==> src/rtl/slatch_pkg.sv <==
// rtl/slatch_pkg.sv - shared types and width helper for the slatchn latch
//
// Purpose: channel-index type and the src/pointer width function shared by
// slatchn and slatch_arb.
// Ports: none (package).
// Config: SLATCHN_RR_EN (not used here; see slatchn / slatch_arb).

package slatch_pkg;

  // Largest legal channel count; ch_idx_t is sized to address all of them.
  localparam int MAX_NCH = 16;

  // Full-range channel index used inside the arbiter before narrowing to CW.
  typedef logic [3:0] ch_idx_t;

  // Width of a channel index for n channels. A single channel still gets one
  // bit so that src and the pointer never collapse to zero width.
  function automatic int cw_of(input int n);
    int w;
    w = $clog2(n);
    return (w < 1) ? 1 : w;
  endfunction

endpackage

==> src/rtl/slatch_arb.sv <==
// rtl/slatch_arb.sv - single-grant arbiter for the slatchn request channels
//
// Purpose: picks at most one eligible channel per cycle. Default build is
// fixed priority (lowest index wins). With SLATCHN_RR_EN defined the search
// starts at ptr and wraps modulo NCH.
// Ports:
//   elig    [NCH-1:0] in  : channels currently allowed to write
//   ptr     [CW-1:0]  in  : round-robin start index (SLATCHN_RR_EN only)
//   gnt_vld           out : a channel was selected
//   gnt_idx [CW-1:0]  out : index of the selected channel (0 when none)
// Config: SLATCHN_RR_EN selects round-robin arbitration.

module slatch_arb
  import slatch_pkg::*;
#(
  parameter int NCH = 3,
  parameter int CW  = cw_of(NCH)
) (
  input  logic [NCH-1:0] elig,
`ifdef SLATCHN_RR_EN
  input  logic [CW-1:0]  ptr,
`endif
  output logic           gnt_vld,
  output logic [CW-1:0]  gnt_idx
);

  ch_idx_t win;

`ifdef SLATCHN_RR_EN

  // Each eligible channel is ranked by its distance from ptr going upward
  // with wrap; the smallest distance wins. ptr is always < NCH because the
  // top only ever loads it with a wrapped value.
  int best_dist;
  int dist;

  always_comb begin
    gnt_vld   = 1'b0;
    win       = '0;
    best_dist = NCH;
    dist      = 0;
    for (int i = 0; i < NCH; i++) begin
      dist = (i + NCH - int'(ptr)) % NCH;
      if (elig[i] && (dist < best_dist)) begin
        best_dist = dist;
        gnt_vld   = 1'b1;
        win       = ch_idx_t'(i);
      end
    end
  end

`else

  // Scan from the top down so the lowest eligible index is written last.
  always_comb begin
    gnt_vld = 1'b0;
    win     = '0;
    for (int i = NCH - 1; i >= 0; i--) begin
      if (elig[i]) begin
        gnt_vld = 1'b1;
        win     = ch_idx_t'(i);
      end
    end
  end

`endif

  assign gnt_idx = win[CW-1:0];

endmodule

==> src/rtl/slatchn.sv <==
// rtl/slatchn.sv - multi-channel four-phase handshake latch
//
// Purpose: NCH request channels compete to load a shared WIDTH-bit register.
// A channel is eligible while req=1 and its ack=0; one channel is granted per
// edge, which loads q, raises its ack, pulses upd and records src. ack drops
// at the first edge that samples req low, so every req pulse writes q once.
// Ports:
//   clk                  in  : clock, rising edge
//   res_n                in  : asynchronous active-low reset
//   req   [NCH-1:0]      in  : per-channel write request (level)
//   d     [NCH*WIDTH-1:0] in : channel i data at [i*WIDTH +: WIDTH]
//   q     [WIDTH-1:0]    out : latched value
//   ack   [NCH-1:0]      out : per-channel acknowledge (registered)
//   upd                  out : one-cycle pulse after q was written
//   src   [CW-1:0]       out : channel that last wrote q
// Config: define SLATCHN_RR_EN for round-robin arbitration (adds a pointer
// register); otherwise fixed priority with lowest index winning.

module slatchn
  import slatch_pkg::*;
#(
  parameter int               NCH   = 3,
  parameter int               WIDTH = 1,
  parameter logic [WIDTH-1:0] INIT  = '0,
  localparam int              CW    = cw_of(NCH)
) (
  input  logic                 clk,
  input  logic                 res_n,
  input  logic [NCH-1:0]       req,
  input  logic [NCH*WIDTH-1:0] d,
  output logic [WIDTH-1:0]     q,
  output logic [NCH-1:0]       ack,
  output logic                 upd,
  output logic [CW-1:0]        src
);

  logic [NCH-1:0]   elig;
  logic             gnt_vld;
  logic [CW-1:0]    gnt_idx;
  logic [NCH-1:0]   gnt_oh;
  logic [WIDTH-1:0] wr_data;
  logic [NCH-1:0]   ack_nxt;

  // A channel already acknowledged must see its req go low before it can
  // compete again, which is what makes one request equal one write.
  assign elig = req & ~ack;

`ifdef SLATCHN_RR_EN
  logic [CW-1:0] ptr;
  logic [CW-1:0] ptr_nxt;
`endif

  slatch_arb #(
    .NCH (NCH),
    .CW  (CW)
  ) u_arb (
    .elig    (elig),
`ifdef SLATCHN_RR_EN
    .ptr     (ptr),
`endif
    .gnt_vld (gnt_vld),
    .gnt_idx (gnt_idx)
  );

  // Decode the grant into a one-hot and select the winner's data.
  always_comb begin
    gnt_oh  = '0;
    wr_data = q;
    for (int i = 0; i < NCH; i++) begin
      if (gnt_vld && (gnt_idx == CW'(i))) begin
        gnt_oh[i] = 1'b1;
        wr_data   = d[i*WIDTH +: WIDTH];
      end
    end
  end

  // ack survives only while req stays high; a low req clears it regardless
  // of any grant elsewhere. A granted channel always has req=1.
  assign ack_nxt = req & (ack | gnt_oh);

  always_ff @(posedge clk or negedge res_n) begin
    if (!res_n) begin
      q   <= INIT;
      ack <= '0;
      upd <= 1'b0;
      src <= '0;
    end else begin
      ack <= ack_nxt;
      upd <= gnt_vld;
      if (gnt_vld) begin
        q   <= wr_data;
        src <= gnt_idx;
      end
    end
  end

`ifdef SLATCHN_RR_EN
  // Pointer moves just past the winner so it drops to lowest precedence.
  always_comb begin
    ptr_nxt = ptr;
    if (gnt_vld) begin
      ptr_nxt = (gnt_idx == CW'(NCH - 1)) ? '0 : gnt_idx + CW'(1);
    end
  end

  always_ff @(posedge clk or negedge res_n) begin
    if (!res_n) begin
      ptr <= '0;
    end else begin
      ptr <= ptr_nxt;
    end
  end
`endif

endmodule

==> config.mk <==
export PLATFORM = sky130hd
export DESIGN_NAME = slatchn
export DESIGN_NICKNAME = d
export VERILOG_FILES = /design/src/rtl/slatch_pkg.sv /design/src/rtl/slatch_arb.sv /design/src/rtl/slatchn.sv
export SDC_FILE = /design/constraint.sdc
export NUM_CORES = 1
export LEC_CHECK = 0
export CORE_AREA = 2 2 39 41
export DETAILED_ROUTE_END_ITERATION = 12
export DIE_AREA = 0 0 41 43
export PLACE_DENSITY = 0.62
export SLEW_MARGIN = 5
export SYNTH_ARGS = -nofsm -noshare
export SYNTH_HDL_FRONTEND = slang
export SYNTH_SLANG_ARGS = --single-unit
==> constraint.sdc <==
create_clock -name clk -period 1.4 [get_ports clk]
set_input_delay 0.14 -clock clk [delete_from_list [all_inputs] [get_ports clk]]
set_output_delay 0.14 -clock clk [all_outputs]
set_load 0.005 [all_outputs]
==> impl_metrics.csv, run 1 <==
group,metric,value,unit
worst_setup_path,path_max_fanout,4,
clock_tree,clockRootBuffer,"clkbuf_4",
timing,worstMarginPinSlew,0.320,ns
place,post-place-ws,0.127,ns
worst_setup_path,r2r_slack,0.42,ns
status,status,"finished, final reports clean",
routing,first_pass_iters,2,
clock_tree,htree_levels,1,
timing,hold_slack,0.144,ns
synthesis,synth-seq-cells,7,
worst_setup_path,worst_ep_arrival_time,1.19,ns
synthesis,syn-cell-area,308,um2
routing,post-route-drc-count,0,
die,die_x,41,um
flow_run,maxCapViolCount,0,
final_layout,stdcell_count,59,
routing,initialDrtViolationCount,1,
worst_setup_path,max_stage_delay,0.53,ns
power,finalPower,525,uW
final_layout,fin_util,0.354,
place,place.port_buffers,14,
timing,rsz0062_at_grt,"no",
routing,wire_per_inst,10.2,um
power,ir_drop,0.683,mV
min_path,min_path_type,"in2async",
worst_setup_path,cp-end-kind,"primary output",
die,start_util,0.222,
die,die-area,1760,um2
clock_tree,insertion_delay,0.25,ns
worst_setup_path,crit_family,"buffers and inverters",
clock_tree,cts_tree,"yes",
final_layout,area_growth,59.3,%
worst_setup_path,critPathBufInv,1,
routing,ant_nets,0,
synthesis,yosys.area.top_type,"dfrtp_1",
final_layout,diodes,0,
place,place_hpwl,479,um
die,rows,14,
die,pin_count,15,
worst_setup_path,critPathLaunch,"ack[2]$_DFF_PN0_",
final_layout,most-common-layout-cells,"clkdlybuf4s50_1, dfrtp_1",
worst_setup_path,r2r_start,"ack[2]$_DFF_PN0_",
timing,slew-limit-headroom,0.786,
timing,fin_tns_setup,0,ns
global_routing,grt_start_max_net_pins,8,
global_routing,antenna_found_initial,0,
synthesis,synth_cells,26,
global_routing,overflow,0,
clock_tree,clkSinkCount,7,
timing,finalClockSkew,0.0105,ns
die,dieHeight,43,um
final_layout,stdcell_area,490,um2
routing,dr_total_vias,241,
final_layout,mostFrequentLayoutCell,"clkdlybuf4s50_1",
global_routing,grt_pass1_vias,248,
timing,fmax,750,MHz
synthesis,synth_seq_area_share,0.569,
worst_setup_path,crit_end,"ack[2]",
clock_tree,clkTransAtPathRegs,0.06,ns
place,gp_congestion,0.743,
synthesis,synth.top_cell.area_share,0.569,
worst_setup_path,path_cells,"clkdlybuf4s50_1",
timing,slew_violations,0,
synthesis,synth_nets,34,
timing,setup_slack,0.0667,ns
worst_setup_path,reg2reg_depth,3,
die,core,1380,um2
routing,vias_per_cell,4.08,
worst_setup_path,timing_worst_setup_path_type,"reg2out",
clock_tree,cts_buffer_depth,2,
worst_setup_path,r2r-end,"q$_DFFE_PN0P_",
clock_tree,cts_resized,0,
clock_tree,cts_setup_buffers,0,
synthesis,synth_area_leaders,"dfrtp_1, nor2b_4, o21a_1",
synthesis,yosysWarnings,0,
worst_setup_path,slowest_stage,"clkdlybuf4s50_1",
worst_setup_path,path_depth,1,
power,power_density,1070,nW/um2
timing,finalCritPeriodShare,0.952,
final_layout,drive_gt1_frac,0.163,
routing,drt-total-wl,600,um
worst_setup_path,cp-start-kind,"register",
timing,layout_min_cycle_time,1.33,ns
timing,finalSetupViolations,0,
clock_tree,numCtsBuffers,3,
global_routing,grt_pass1_wl,1.04,mm
place,dp_cells,55,
synthesis,avgSynthCellArea,11.8,um2
final_layout,fin_nets,52,
worst_setup_path,crit_required,1.26,ns
global_routing,grt_usage,0.0973,
clock_tree,cts_hold_buf,0,
place,place_area,464,um2
synthesis,ys_types,13,
timing,hold_viol,0,
power,p_leak,0.203,nW
## cells in the mapped netlist (all sizes together)
master  number
nand2b       3
nand4        1
nand2        1
clkbuf       1
nor3         1
nor2b        3
dfrtp        7
a211oi       1
nor2         3
o21a         3
o31ai        1
a21oi        1
## flip-flops by register name, summed over array words and instances, names as in the netlist
signal and count:
ack 3, src 2, q 1, upd 1
## area by class of cell
type,instances,area (um2)
repair buffers,14,140
fillers,146,893
flip-flops and latches,7,175
clock buffers,4,26.3
well taps,16,20.0
multi-input cells,18,129
## per-layer routing
metal  GRT usage  vias up  wire length, um
met3      0.0942        0               74
met4      0.0400        0                0
li1            -      124                -
met5           0        -                0
met1       0.109      105              255
met2       0.122       12              271
## worst min-delay path by stage
stage	from	endpoint	slack [ns]	cells past startpoint
5_1_grt	res_n	upd$_DFF_PN0_	0.16	1
2_1_floorplan	res_n	ack[0]$_DFF_PN0_	-0.16	0
4_1_cts	res_n	src[0]$_DFFE_PN0P_	0.15	1
6_report	res_n	src[0]$_DFFE_PN0P_	0.14	1
3_3_place_gp	res_n	ack[2]$_DFF_PN0_	0.42	1
3_5_place_dp	res_n	src[1]$_DFFE_PN0P_	0.43	1
## cell families after synthesis
kind of cell / synth area share
buf+inv: 0.0122
flops: 0.569
simple gates: 0.264
compound gates: 0.154
## where the power goes
group          switching (mW)  total (mW)  internal, mW
combinational          0.0353       0.107        0.0713
sequential             0.0138       0.236         0.222
clock                  0.0738       0.183         0.109
total                   0.123       0.525         0.402
(Power assumes the default switching activity.)
==> run 2: changes to the inputs <==
--- a/config.mk
+++ b/config.mk
@@ -8,6 +8,7 @@
 export CORE_AREA = 2 2 39 41
 export DETAILED_ROUTE_END_ITERATION = 12
 export DIE_AREA = 0 0 41 43
+export HOLD_SLACK_MARGIN = 0.03
 export PLACE_DENSITY = 0.62
 export SLEW_MARGIN = 5
 export SYNTH_ARGS = -nofsm -noshare
==> results of run 2 <==
The final DEF is identical to that of run 1; final timing and power are the same.
==> run 3: changes to the inputs <==
--- a/config.mk
+++ b/config.mk
@@ -8,8 +8,10 @@
 export CORE_AREA = 2 2 39 41
 export DETAILED_ROUTE_END_ITERATION = 12
 export DIE_AREA = 0 0 41 43
+export DONT_BUFFER_PORTS = 1
 export HOLD_SLACK_MARGIN = 0.03
-export PLACE_DENSITY = 0.62
+export MAX_ROUTING_LAYER = met4
+export PLACE_DENSITY = 0.48
 export SLEW_MARGIN = 5
 export SYNTH_ARGS = -nofsm -noshare
 export SYNTH_HDL_FRONTEND = slang
==> constraint.sdc (replaced) <==
create_clock -name clk -period 1.1 [get_ports clk]
set_input_delay 0.11 -clock clk [delete_from_list [all_inputs] [get_ports clk]]
set_output_delay 0.11 -clock clk [all_outputs]
set_load 0.005 [all_outputs]
==> run 3 against run 2 <==
  * Power increased by 18%
  * Critical path type is now reg2reg
  * Sequential power increased by 30%
  * Critical endpoint is now q$_DFFE_PN0P_
  * Combinational power decreased by 35%
  * First-iteration DRC count decreased by 100%
  * Critical path depth increased by 2
  * Final cell count decreased by 17%
  * Largest cell class unchanged
==> impl_metrics.csv, run 3 (synthesis results as in run 1) <==
group,metric,value,unit
worst_setup_path,r2r_slack,0.1,ns
worst_setup_path,path_cells,"nor2b_2, a211oi_1, o31ai_2",
clock_tree,numCtsBuffers,3,
flow_run,maxCapViolCount,0,
place,place.port_buffers,0,
clock_tree,htree_levels,1,
timing,finalSetupViolations,0,
worst_setup_path,reg2reg_depth,3,
final_layout,drive_gt1_frac,0.212,
clock_tree,clkSinkCount,7,
final_layout,mostFrequentLayoutCell,"dfrtp_1",
worst_setup_path,worst_ep_arrival_time,1.17,ns
die,start_util,0.222,
worst_setup_path,slowest_stage,"dfrtp_1",
timing,worstMarginPinSlew,0.334,ns
timing,finalClockSkew,0.00368,ns
power,power_density,1590,nW/um2
final_layout,fillers,152,
min_path,whs_endpoint,"upd$_DFF_PN0_",
worst_setup_path,path_max_fanout,4,
power,ir_drop,0.384,mV
timing,fin_tns_setup,0,ns
final_layout,largest_register,"ack",
clock_tree,insertion_delay,0.25,ns
timing,layout_min_cycle_time,1.00,ns
routing,drt-total-wl,664,um
status,status,"finished, final reports clean",
global_routing,grt_pass1_wl,1.06,mm
global_routing,grt_pass1_vias,249,
timing,finalCritPeriodShare,0.910,
worst_setup_path,cp-end-kind,"register",
clock_tree,cts_buffer_depth,2,
min_path,hold_depth,2,
routing,ant_nets,0,
final_layout,stdcell_count,49,
final_layout,top_regs,"ack x3, src x2",
die,die-area,1760,um2
place,dp_cells,41,
timing,rsz0062_at_grt,"no",
die,pin_count,15,
die,dieHeight,43,um
worst_setup_path,timing_worst_setup_path_type,"reg2reg",
worst_setup_path,crit_required,1.27,ns
timing,slew-limit-headroom,0.776,
final_layout,largest_register_ffs,3,
clock_tree,cts_resized,0,
global_routing,grt_usage,0.103,
routing,first_pass_iters,1,
global_routing,antenna_found_initial,0,
routing,wire_per_inst,13.6,um
clock_tree,cts_tree,"yes",
final_layout,fin_nets,42,
routing,initialDrtViolationCount,0,
worst_setup_path,r2r-end,"q$_DFFE_PN0P_",
power,p_leak,0.165,nW
final_layout,most-common-layout-cells,"dfrtp_1, dlygate4sd3_1",
clock_tree,clockRootBuffer,"clkbuf_4",
worst_setup_path,r2r_start,"ack[1]$_DFF_PN0_",
place,gp_congestion,0.635,
clock_tree,clkTransAtPathRegs,0.06,ns
worst_setup_path,cp-start-kind,"register",
min_path,min_path_type,"in2reg",
timing,hold_viol,0,
die,die_x,41,um
place,place_hpwl,518,um
timing,fmax,998,MHz
routing,dr_total_vias,223,
die,core,1380,um2
timing,slew_violations,0,
global_routing,grt_start_max_net_pins,8,
routing,post-route-drc-count,0,
routing,vias_per_cell,4.55,
worst_setup_path,max_stage_delay,0.42,ns
die,rows,14,
global_routing,overflow,0,
min_path,hold_start,"req[2]",
final_layout,diodes,0,
final_layout,area_growth,26.8,%
-- run 3: metrics by stage --
stage	util	cell area [um2]	power [mW]	setup WS [ns]	hold slack, ns
3_3_place_gp	0.234	324	0.363	0.0957	-0.185
6_report	0.282	390	0.621	0.0985	0.0402
3_5_place_dp	0.234	324	0.366	0.0916	-0.185
4_1_cts	0.282	390	0.630	0.0851	0.0415
2_1_floorplan	-	308	0.353	0.157	-0.186
5_1_grt	0.282	390	0.671	0.00756	0.0423
-- run 3: worst max-delay path by stage --
stage                      from             to  slack (ns)  cells after the start
6_report       ack[1]$_DFF_PN0_  q$_DFFE_PN0P_         0.1                      3
3_5_place_dp   ack[2]$_DFF_PN0_  q$_DFFE_PN0P_        0.09                      3
5_1_grt        ack[2]$_DFF_PN0_  q$_DFFE_PN0P_       0.008                      3
4_1_cts        ack[1]$_DFF_PN0_  q$_DFFE_PN0P_        0.09                      3
2_1_floorplan  ack[2]$_DFF_PN0_  q$_DFFE_PN0P_        0.16                      3
3_3_place_gp   ack[2]$_DFF_PN0_  q$_DFFE_PN0P_         0.1                      3
-- run 3: critical path, delay by kind of cell (launching register included) --
family / cells / cell delay [ns]
simple gates: 1 / 0.18
flops: 1 / 0.42
compound gates: 2 / 0.32
-- run 3: layout make-up --
cell class | count | area [um2] | area share
clock buffer | 4 | 26.3 | 0.0673
multi-input combinational | 18 | 129 | 0.330
sequential | 7 | 175 | 0.449
tap | 16 | 20.0 | 0.0513
timing repair buffer | 4 | 40.0 | 0.103
-- run 3: layer usage --
layer  global-route usage  vias up  share of wire  wire (um)
met1                0.101      107           0.42        280
met3               0.0628        2           0.12         79
met4               0.0800        0         0.0090          6
met5                    -        -              0          0
li1                     -      102              -          -
met2                0.141       12           0.45        298
-- run 3: power by group --
group	internal (mW)	total [mW]	switching (mW)
Sequential	0.282	0.306	0.0237
Clock	0.139	0.245	0.106
Combinational	0.0387	0.0697	0.0309
Total	0.460	0.621	0.161
-- run 3: timing repair --
item	in CTS	in global routing
endpoints found under the hold margin	10	0
hold buffers	4	0
setup buffers	0	0
